<file path="config.mk">
export PLATFORM = sky130hd
export DESIGN_NAME = risc_datapath_flat
export DESIGN_NICKNAME = d
export VERILOG_FILES = /design/src/rtl/risc_datapath_if.sv /design/src/rtl/risc_datapath.sv /design/src/flat_wrapper.sv
export SDC_FILE = /design/constraint.sdc
export NUM_CORES = 1
export LEC_CHECK = 0
export ABC_AREA = 0
export CAP_MARGIN = 20
export CORE_AREA = 8 8 82 84
export DETAILED_ROUTE_END_ITERATION = 6
export DIE_AREA = 0 0 90 92
export GPL_TIMING_DRIVEN = 0
export PLACE_DENSITY = 0.65
export SYNTH_ARGS = -nofsm -noshare
export SYNTH_HDL_FRONTEND = slang
export SYNTH_SLANG_ARGS = --single-unit
</file>
<file path="constraint.sdc">
create_clock -name clk -period 2.2 [get_ports clk]
set_input_delay 0.33 -clock clk [delete_from_list [all_inputs] [get_ports clk]]
set_output_delay 0.33 -clock clk [all_outputs]
set_load 0.02 [all_outputs]
</file>
<file path="src/rtl/risc_datapath_if.sv">
// Controller-strobe and memory-bus bundle between the 8-phase controller,
// the datapath and the program/data memory.
interface risc_datapath_if #(
  parameter int AWIDTH = 5,
  parameter int DWIDTH = 8
);
  logic              sel;
  logic              rd;
  logic              ld_ir;
  logic              halt;
  logic              inc_pc;
  logic              ld_ac;
  logic              ld_pc;
  logic              wr;
  logic              data_e;
  logic [2:0]        phase;
  logic [2:0]        opcode;
  logic              zero;
  logic [AWIDTH-1:0] mem_addr;
  logic              mem_re;
  logic              mem_we;
  logic [DWIDTH-1:0] mem_wdata;
  logic [DWIDTH-1:0] mem_rdata;

  modport slave (
    input  sel, rd, ld_ir, halt, inc_pc, ld_ac, ld_pc, wr, data_e, mem_rdata,
    output phase, opcode, zero, mem_addr, mem_re, mem_we, mem_wdata
  );

  modport master (
    output sel, rd, ld_ir, halt, inc_pc, ld_ac, ld_pc, wr, data_e, mem_rdata,
    input  phase, opcode, zero, mem_addr, mem_re, mem_we, mem_wdata
  );
endinterface

</file>
<file path="src/rtl/risc_datapath.sv">
// Datapath and phase sequencer for the 8-phase accumulator CPU: PC, IR,
// accumulator, ALU and address mux, driven by the controller's strobes.
module risc_datapath #(
  parameter int AWIDTH = 5,
  parameter int DWIDTH = 8
) (
  input  logic               clk,
  input  logic               rst_n,
  risc_datapath_if.slave     bus,
  output logic               halted,
  output logic [AWIDTH-1:0]  pc_dbg,
  output logic [DWIDTH-1:0]  ac_dbg
);

  localparam logic [2:0]        OP_ADD = 3'b010;
  localparam logic [2:0]        OP_AND = 3'b011;
  localparam logic [2:0]        OP_XOR = 3'b100;
  localparam logic [2:0]        OP_LDA = 3'b101;
  localparam logic [AWIDTH-1:0] PC_ONE = AWIDTH'(1);

  logic [2:0]        phase_q, phase_d;
  logic [AWIDTH-1:0] pc_q, pc_d;
  logic [DWIDTH-1:0] ir_q, ir_d;
  logic [DWIDTH-1:0] ac_q, ac_d;
  logic              halted_q, halted_d;
  logic [AWIDTH-1:0] operand;
  logic [2:0]        opcode;

  // Non-ALU opcodes (HLT, SKZ, STO, JMP) leave the accumulator as is.
  function automatic logic [DWIDTH-1:0] alu(input logic [2:0]        op,
                                            input logic [DWIDTH-1:0] a,
                                            input logic [DWIDTH-1:0] b);
    logic [DWIDTH-1:0] r;
    case (op)
      OP_ADD:  r = a + b;
      OP_AND:  r = a & b;
      OP_XOR:  r = a ^ b;
      OP_LDA:  r = b;
      default: r = a;
    endcase
    return r;
  endfunction

  assign operand = ir_q[AWIDTH-1:0];
  assign opcode  = ir_q[DWIDTH-1 -: 3];

  always_comb begin
    phase_d  = phase_q;
    pc_d     = pc_q;
    ir_d     = ir_q;
    ac_d     = ac_q;
    halted_d = halted_q;
    // The halt edge itself still commits loads; only the phase holds.
    if (!halted_q) begin
      if (bus.halt) halted_d = 1'b1;
      else          phase_d  = phase_q + 3'd1;
      if (bus.ld_ir) ir_d = bus.mem_rdata;
      if (bus.ld_pc)       pc_d = operand;
      else if (bus.inc_pc) pc_d = pc_q + PC_ONE;
      if (bus.ld_ac) ac_d = alu(opcode, ac_q, bus.mem_rdata);
    end
  end

  always_ff @(posedge clk or negedge rst_n) begin
    if (!rst_n) begin
      phase_q  <= '0;
      pc_q     <= '0;
      ir_q     <= '0;
      ac_q     <= '0;
      halted_q <= 1'b0;
    end else begin
      phase_q  <= phase_d;
      pc_q     <= pc_d;
      ir_q     <= ir_d;
      ac_q     <= ac_d;
      halted_q <= halted_d;
    end
  end

  assign bus.phase     = phase_q;
  assign bus.opcode    = opcode;
  assign bus.zero      = (ac_q == '0);
  assign bus.mem_addr  = bus.sel ? pc_q : operand;
  assign bus.mem_re    = bus.rd & ~halted_q;
  assign bus.mem_we    = bus.wr & ~halted_q;
  assign bus.mem_wdata = bus.data_e ? ac_q : '0;

  assign halted = halted_q;
  assign pc_dbg = pc_q;
  assign ac_dbg = ac_q;

endmodule

</file>
<file path="src/flat_wrapper.sv">
// flat-port wrapper written by rule: the top's interface ports become plain ports
module risc_datapath_flat 
#(
  parameter int AWIDTH = 5,
  parameter int DWIDTH = 8
)
  (clk, rst_n, halted, pc_dbg, ac_dbg, bus_sel, bus_rd, bus_ld_ir, bus_halt, bus_inc_pc, bus_ld_ac, bus_ld_pc, bus_wr, bus_data_e, bus_mem_rdata, bus_phase, bus_opcode, bus_zero, bus_mem_addr, bus_mem_re, bus_mem_we, bus_mem_wdata);
  risc_datapath_if #(.AWIDTH(AWIDTH), .DWIDTH(DWIDTH)) bus_i ();
  input  logic clk;
  input  logic rst_n;
  output logic halted;
  output logic [AWIDTH-1:0] pc_dbg;
  output logic [DWIDTH-1:0] ac_dbg;
  input wire logic [$bits(bus_i.sel)-1:0] bus_sel;
  input wire logic [$bits(bus_i.rd)-1:0] bus_rd;
  input wire logic [$bits(bus_i.ld_ir)-1:0] bus_ld_ir;
  input wire logic [$bits(bus_i.halt)-1:0] bus_halt;
  input wire logic [$bits(bus_i.inc_pc)-1:0] bus_inc_pc;
  input wire logic [$bits(bus_i.ld_ac)-1:0] bus_ld_ac;
  input wire logic [$bits(bus_i.ld_pc)-1:0] bus_ld_pc;
  input wire logic [$bits(bus_i.wr)-1:0] bus_wr;
  input wire logic [$bits(bus_i.data_e)-1:0] bus_data_e;
  input wire logic [$bits(bus_i.mem_rdata)-1:0] bus_mem_rdata;
  output wire logic [$bits(bus_i.phase)-1:0] bus_phase;
  output wire logic [$bits(bus_i.opcode)-1:0] bus_opcode;
  output wire logic [$bits(bus_i.zero)-1:0] bus_zero;
  output wire logic [$bits(bus_i.mem_addr)-1:0] bus_mem_addr;
  output wire logic [$bits(bus_i.mem_re)-1:0] bus_mem_re;
  output wire logic [$bits(bus_i.mem_we)-1:0] bus_mem_we;
  output wire logic [$bits(bus_i.mem_wdata)-1:0] bus_mem_wdata;
  assign bus_i.sel = bus_sel;
  assign bus_i.rd = bus_rd;
  assign bus_i.ld_ir = bus_ld_ir;
  assign bus_i.halt = bus_halt;
  assign bus_i.inc_pc = bus_inc_pc;
  assign bus_i.ld_ac = bus_ld_ac;
  assign bus_i.ld_pc = bus_ld_pc;
  assign bus_i.wr = bus_wr;
  assign bus_i.data_e = bus_data_e;
  assign bus_i.mem_rdata = bus_mem_rdata;
  assign bus_phase = bus_i.phase;
  assign bus_opcode = bus_i.opcode;
  assign bus_zero = bus_i.zero;
  assign bus_mem_addr = bus_i.mem_addr;
  assign bus_mem_re = bus_i.mem_re;
  assign bus_mem_we = bus_i.mem_we;
  assign bus_mem_wdata = bus_i.mem_wdata;
  risc_datapath #(.AWIDTH(AWIDTH), .DWIDTH(DWIDTH)) u_core (.clk(clk), .rst_n(rst_n), .bus(bus_i), .halted(halted), .pc_dbg(pc_dbg), .ac_dbg(ac_dbg));
endmodule
</file>
==> results of run 1 <==
==> path summary, 6_finish.rpt <==
path / from / to / slack [ps]
max: u_core.halted / bus_mem_re / 140
min: rst_n / u_core.ac_dbg[3] / 380
max reg2reg: u_core.ac_dbg[0] / u_core.ac_dbg[6] / 170
min reg2reg: u_core.bus.phase[2] / u_core.bus.phase[2] / 470
max in group asynchronous: rst_n / u_core.bus.phase[1] / 1360
min in group clk: u_core.bus.phase[2] / u_core.bus.phase[2] / 470
==> state kept, by name, indices dropped and copies added, names as in the netlist <==
name and cells:
u_core.ac_dbg 8, u_core.ir_q 8, u_core.pc_dbg 5, u_core.bus.phase 3
u_core.halted 1
==> cell type report <==
| type | instances | area [sq um] | area share (%) |
|---|---|---|---|
| clock inverters | 1 | 7.507 | 0.2948 |
| inverters | 11 | 41.29 | 1.622 |
| repair buffers | 56 | 575.6 | 22.60 |
| well taps | 72 | 90.09 | 3.538 |
| plain buffers | 11 | 76.32 | 2.998 |
| clock buffers | 3 | 41.29 | 1.622 |
| multi-input cells | 145 | 1089 | 42.75 |
| flip-flops and latches | 25 | 625.6 | 24.57 |
==> per-layer routing <==
layer  up-vias  GRT usage, %
met5         -             0
met1       801         15.76
met4         0         2.913
met2        29         20.74
li1        826             -
met3         2         2.282
==> power breakdown <==
part           internal (mW)  switching, mW  leakage, nW  total [mW]
Clock                  0.129          0.164       0.0217       0.292
Sequential             0.502         0.0519        0.316       0.554
Combinational          0.268          0.270        0.731       0.538
Total                  0.898          0.486         1.07        1.38
==> critical path, cell delays in order, from the launching register on <==
cell and delay (ps):
dfrtp_1 460, clkbuf_1 230, nor2b_1 150, clkdlybuf4s50_1 610
==> metrics by stage <==
| stage | setup slack, ps | power, mW | setup TNS [ps] | area, sq um |
|---|---|---|---|---|
| floorplan | 216.6 | 0.8731 | 0 | 1827 |
| global placement | -327.8 | 1.094 | -636.5 | 2457 |
| detailed placement | -401.3 | 1.109 | -944.6 | 2485 |
| CTS | 4.224 | 1.403 | 0 | 2544 |
| global route | 6.748 | 1.467 | 0 | 2546 |
| finish | 141.5 | 1.384 | 0 | 2546 |
==> Yosys cell counts, types with 4 or more instances <==
cell type	count	area (sq um)
clkbuf_1	4	15.01
a221oi_2	4	60.06
dfrtp_1	25	625.6
nand2_1	13	48.80
a21oi_1	10	50.05
nor3_1	7	35.03
inv_1	11	41.29
ha_1	10	125.1
and2_1	9	56.30
o21ai_0	15	75.07
nor2_1	9	33.78
nor2b_1	7	43.79
mux2_2	13	146.4
==> repair_timing <==
item,CTS,global route
buffers inserted,1,0
setup endpoints to repair,3,5
resized for setup,4,1
==> cell families (layout without fill, tap and decap cells) <==
| kind of cell | after synthesis | after routing | synth area share [%] |
|---|---|---|---|
| compound gates | 60 | 60 | 24.18 |
| simple gates | 57 | 57 | 17.12 |
| flops | 25 | 25 | 34.25 |
| buf+inv | 22 | 82 | 6.438 |
| mux | 15 | 15 | 9.110 |
| fa+ha+maj | 11 | 11 | 7.945 |
| xor+xnor | 2 | 2 | 0.9591 |
==> summary.md, run 1 <==
| Metric | Value |
|---|---|
| Final non-filler cell total | `about 320` |
| Max IR drop VDD | `roughly 0.26 mV` |
| Unrepaired setup endpoints after global routing | `no` |
| Share of cells above drive strength 1 | `between 10% and 20%` |
| Die width | `90 um` |
| Core area | `about 5400 sq um` |
| Final #Nets | `283` |
| Slew headroom | `approximately 66%` |
| H-Tree Level Count | `1` |
| DRT Pass-1 Iters | `4` |
| Ys Warns | `0` |
| Ant. Diodes | `0` |
| Hold-fix buffers, CTS | `0` |
| TritonCTS clock tree | `built` |
| Most frequent cells in the layout | `clkdlybuf4s50_1 (51), dfrtp_1 (25), o21ai_0 (15), mux2_2 (13), nand2_1 (13)` |
| First-pass GRT wire length | `8514 um` |
| Die height | `approximately 90 um` |
| Initial drt markers | `43` |
| Die ar. | `~8300 sq um` |
| Post-detailed-placement half-perimeter wirelength | `between 4000 and 5000 um` |
| DR WL met3 | `between 150 and 200 um` |
| Status | `finished, final reports clean` |
| FILL cells | `about 540` |
| Count of max-cap constraint violations | `0` |
| Final Wtd Congestion | `between 0.8 and 0.9` |
| Placed Cells | `319` |
| Cell area after synthesis | `~1800 sq um` |
| Wire length on met2 | `approximately 2500 um` |
| R2r worst-path depth | `8` |
| Unique cell type count in the Yosys netlist | `48` |
| Clk buf depth | `2` |
| M1 WL | `approximately 2300 um` |
| Fin Hold WS | `between 300 and 400 ps` |
| Starting density of the core | `between 30% and 40%` |
| Crit share post-route | `~94%` |
| Utilization after layout | `~47%` |
| Final setup fails | `0` |
| Syn Area/Cell | `around 9.5 sq um` |
| Std-Cell Rows | `27` |
| Setup CP Type | `register to output port` |
| Final count of pins violating max slew | `0` |
| Clock skew | `between 6 and 7 ps` |
| Commonest non-fill, non-tap cell in the layout | `clkdlybuf4s50_1` |
| Mapped Cells | `around 190` |
| Initial antenna violation count | `0` |
| GR Util All Layers | `around 12%` |
| Worst Tran Pin Value | `about 500 ps` |
| Routed len/inst | `15.56 um` |
| Pwr Density | `between 500 and 600 nW/um^2` |
| Grt ovf | `0` |
| Top FF cell, synth | `dfrtp_1` |
| Mapped Nets | `~220` |
| Synth Register Bits | `25` |
| Largest net degree at the start of global routing | `19` |
| Worst Path Max Fanout | `10` |
| Number of vias per cell | `5.117` |
| Clock latency on the worst-skew pair | `280 ps` |
| CTS root buf | `clkbuf_8` |
| Required @ worst endpoint | `1870 ps` |
| Via count | `about 1700` |
| Clock-pin slew on the worst setup and hold paths | `~100 ps` |
| DRC | `0` |
| Cts bufs inserted | `3` |
| F_max | `roughly 490 MHz` |
| Vias in the first global route | `between 1500 and 2000` |
| Pleak | `between 1 and 1.5 nW` |
| P&R area growth vs syn | `39.38%` |
| IO Pins | `55` |
| Highest routed metal layer | `met4` |
| TritonCTS Sinks | `25` |
| Total length of routed wires | `5042 um` |
| CP arrival | `around 1700 ps` |
| Hold crit path type | `input pin to async pin` |
| Post-synth EDFFs | `0` |
| Port Buffers | `54` |
| Routed Antenna Nets | `0` |
| Fin. Hold Viols | `0` |
| CP endpoint kind | `output port` |
| Async S/R FF share, synth | `100.0%` |
| Min Tclk post-route | `between 2000 and 2500 ps` |
| Sequential share of the synthesized area | `~34%` |
| Crit start category | `register` |
Note: power is estimated with default switching activity, not from simulation.
==> run 2: changes to the inputs <==
--- a/config.mk
+++ b/config.mk
@@ -7,9 +7,9 @@
 export LEC_CHECK = 0
 export ABC_AREA = 0
 export CAP_MARGIN = 20
-export CORE_AREA = 8 8 82 84
+export CORE_AREA = 8 8 71 97
 export DETAILED_ROUTE_END_ITERATION = 6
-export DIE_AREA = 0 0 90 92
+export DIE_AREA = 0 0 79 105
 export GPL_TIMING_DRIVEN = 0
 export PLACE_DENSITY = 0.65
 export SYNTH_ARGS = -nofsm -noshare
==> run 2 against run 1 <==
Worst hold slack better by 12 ps. Power down 0.33%. Die area increased by 0.18%. Count of clock-buffer cells in the layout is the same. Sequential cell count is the same. Highest routed layer unchanged.
==> summary.md, run 2 (synthesis gave the netlist of run 1 again) <==
| Metric | Value |
|---|---|
| Initial antenna violation count | `0 (unchanged)` |
| Initial drt markers | `55 (was 43)` |
| Utilization after layout | `46.69% (was 47.11%)` |
| TritonCTS Sinks | `25 (unchanged)` |
| Ant. Diodes | `0 (unchanged)` |
| Core area | `5445 sq um (was 5405 sq um)` |
| GR Util All Layers | `12.23% (was 12.25%)` |
| Port Buffers | `54 (unchanged)` |
| Fin Hold WS | `390.3 ps (was 378.7 ps)` |
| Crit path cell chain | `clkdlybuf4s50_1 > ha_1 > a21oi_1 > o21ai_0 > a221oi_1 > mux2i_1 > nand2_1 (was clkbuf_1 > nor2b_1 > clkdlybuf4s50_1)` |
| Clock-pin slew on the worst setup and hold paths | `90 ps (was 100 ps)` |
| Post-detailed-placement half-perimeter wirelength | `4048 um (was 4041 um)` |
| Routed len/inst | `15.94 um (was 15.56 um)` |
| Hold-fix buffers, CTS | `0 (unchanged)` |
| Count of max-cap constraint violations | `0 (unchanged)` |
| Min Tclk post-route | `2053 ps (was 2058 ps)` |
| Via count | `1683 (was 1658)` |
| Area of the multi-input gates | `1094 sq um (was 1089 sq um)` |
| Register-to-register setup slack | `220 ps (was 170 ps)` |
| Net switching share of the total power | `35.13% (was 35.09%)` |
| Clock latency on the worst-skew pair | `280 ps (about the same)` |
| Vias in the first global route | `1689 (was 1662)` |
| F_max | `487.1 MHz (was 485.8 MHz)` |
| Placed Cells | `315 (was 319)` |
| DRT Pass-1 Iters | `4 (unchanged)` |
| Gate power share | `38.9% (about the same)` |
| Clock skew | `4.775 ps (was 6.552 ps)` |
| Final Wtd Congestion | `0.7903 (was 0.8106)` |
| Clk buf depth | `2 (unchanged)` |
| Crit start category | `input pin (was register)` |
| Max IR drop VDD | `0.2359 mV (was 0.2625 mV)` |
| CP Buf/Inv Count | `1 (was 2)` |
| Hold Path End | `u_core.ir_q[0]` |
| First-pass GRT wire length | `8355 um (was 8514 um)` |
| FF+latch area | `625.6 sq um (unchanged)` |
| Die ar. | `8295 sq um (was 8280 sq um)` |
| Routed Antenna Nets | `0 (unchanged)` |
| Final count of pins violating max slew | `0 (unchanged)` |
| Reg power frac | `40.3% (was 40.0%)` |
| Share of cells above drive strength 1 | `17.00% (was 16.27%)` |
| Final non-filler cell total | `321 (was 324)` |
| Worst Path Max Fanout | `6 (was 10)` |
| Cts bufs inserted | `3 (unchanged)` |
| Starting density of the core | `33.55% (was 33.80%)` |
| Clock network fraction of total power | `20.9% (was 21.1%)` |
| Total power | `1.379 mW (was 1.384 mW)` |
| Slowest stage delay, CP | `490 ps (was 610 ps)` |
| Internal power | `0.8947 mW (was 0.8983 mW)` |
| Required @ worst endpoint | `2370 ps (was 1870 ps)` |
| DRC | `0 (unchanged)` |
| Setup CP Type | `input pin to register (was register to output port)` |
| Slowest CP cell | `clkdlybuf4s50_1 (unchanged)` |
| Worst Tran Pin Value | `631.6 ps (was 502.7 ps)` |
| R2r worst-path depth | `8 (unchanged)` |
| Std-Cell Rows | `32 (was 27)` |
| Total length of routed wires | `5118 um (was 5042 um)` |
| Commonest non-fill, non-tap cell in the layout | `clkdlybuf4s50_1 (unchanged)` |
| Hold crit path type | `input pin to register (was input pin to async pin)` |
| H-Tree Level Count | `1 (unchanged)` |
| CP arrival | `2220 ps (was 1730 ps)` |
| Unrepaired setup endpoints after global routing | `no (unchanged)` |
| Crit path max-delay family | `compound AO/OA/AOI/OAI gates (was buffers and inverters)` |
| Pleak | `1.080 nW (was 1.068 nW)` |
| Hold Path Depth | `2` |
| CP endpoint kind | `register (was output port)` |
| Die width | `79 um (was 90 um)` |
| P&R area growth vs syn | `39.18% (was 39.38%)` |
| Pwr Density | `542.5 nW/um^2 (was 543.5 nW/um^2)` |
| Final setup fails | `0 (unchanged)` |
| CTS root buf | `clkbuf_8 (unchanged)` |
| Grt ovf | `0 (unchanged)` |
| Fin. Hold Viols | `0 (unchanged)` |
| HP Start | `bus_mem_rdata[0]` |
| Number of vias per cell | `5.243 (was 5.117)` |
| Critical R2R Capture | `u_core.ac_dbg[6] (unchanged)` |
| Slew headroom | `57.76% (was 66.38%)` |
| FILL cells | `559 (was 539)` |
| IO Pins | `55 (unchanged)` |
| Largest net degree at the start of global routing | `15 (was 19)` |
| Die height | `105 um (was 92 um)` |
| Status | `finished, final reports clean (unchanged)` |
| Most frequent cells in the layout | `clkdlybuf4s50_1 (51), dfrtp_1 (25), o21ai_0 (14), mux2_2 (13), nand2_1 (13) (was clkdlybuf4s50_1 (51), dfrtp_1 (25), o21ai_0 (15), mux2_2 (13), nand2_1 (13))` |
| Worst r2r src | `u_core.ac_dbg[0] (unchanged)` |
| Crit share post-route | `93.32% (was 93.57%)` |
| TritonCTS clock tree | `built (unchanged)` |
| Net Switching | `0.4846 mW (was 0.4856 mW)` |
| Final #Nets | `284 (was 283)` |
-- run 2: area by class of cell --
cell class | instances | area share, %
tap | 68 | 3.346
clock buffer | 3 | 1.624
clock inverter | 1 | 0.1969
sequential | 25 | 24.61
multi-input combinational | 145 | 43.01
inverter | 11 | 1.624
timing repair buffer | 57 | 22.59
buffer | 11 | 3.002
-- run 2: through the flow --
step,cell area [sq um],setup TNS [ps],setup slack (ps)
5_1_grt,2542,0,41.05
3_3_place_gp,2452,-625.6,-321.5
3_5_place_dp,2467,-764.2,-354.6
4_1_cts,2525,0,8.506
6_report,2542,0,147.1
2_1_floorplan,1827,0,216.6
-- run 2: worst max-delay path by stage --
stage,startpoint,depth (start not counted),to
global route,u_core.halted,3,bus_mem_we
finish,bus_mem_rdata[4],7,u_core.ac_dbg[7]
CTS,bus_sel,3,bus_mem_addr[1]
detailed placement,bus_mem_rdata[0],9,u_core.ac_dbg[6]
global placement,bus_mem_rdata[0],9,u_core.ac_dbg[6]
floorplan,u_core.ac_dbg[0],8,u_core.ac_dbg[6]
-- run 2: power by group through the flow --
stage / logic [mW] / clock network, mW / registers [mW]
3_3_place_gp: 0.532 / 0 / 0.564
2_1_floorplan: 0.293 / 0 / 0.580
4_1_cts: 0.539 / 0.296 / 0.557
6_report: 0.536 / 0.288 / 0.556
3_5_place_dp: 0.539 / 0 / 0.565
5_1_grt: 0.584 / 0.317 / 0.565
-- run 2: repair_timing --
| action | CTS | global route |
|---|---|---|
| pin swaps | 0 | 2 |
| setup endpoints to repair | 2 | 6 |
| setup buffers | 1 | 1 |
| gates resized for setup | 3 | 4 |
-- run 2: routing by layer --
layer / vias up / GRT usage, % / routed length [um]
met1: 802 / 14.34 / 2209
li1: 827 / - / -
met5: - / 0 / 0
met3: 5 / 3.087 / 358
met2: 49 / 21.27 / 2503
met4: 0 / 3.059 / 46
-- run 2: worst reg2reg max path: cells and delay by family, from the launching register on --
kind            cells  cell delay [ps]
compound gates      2              290
fa+ha+maj           2              620
buf+inv             1               60
simple gates        3              500
flops               1              420
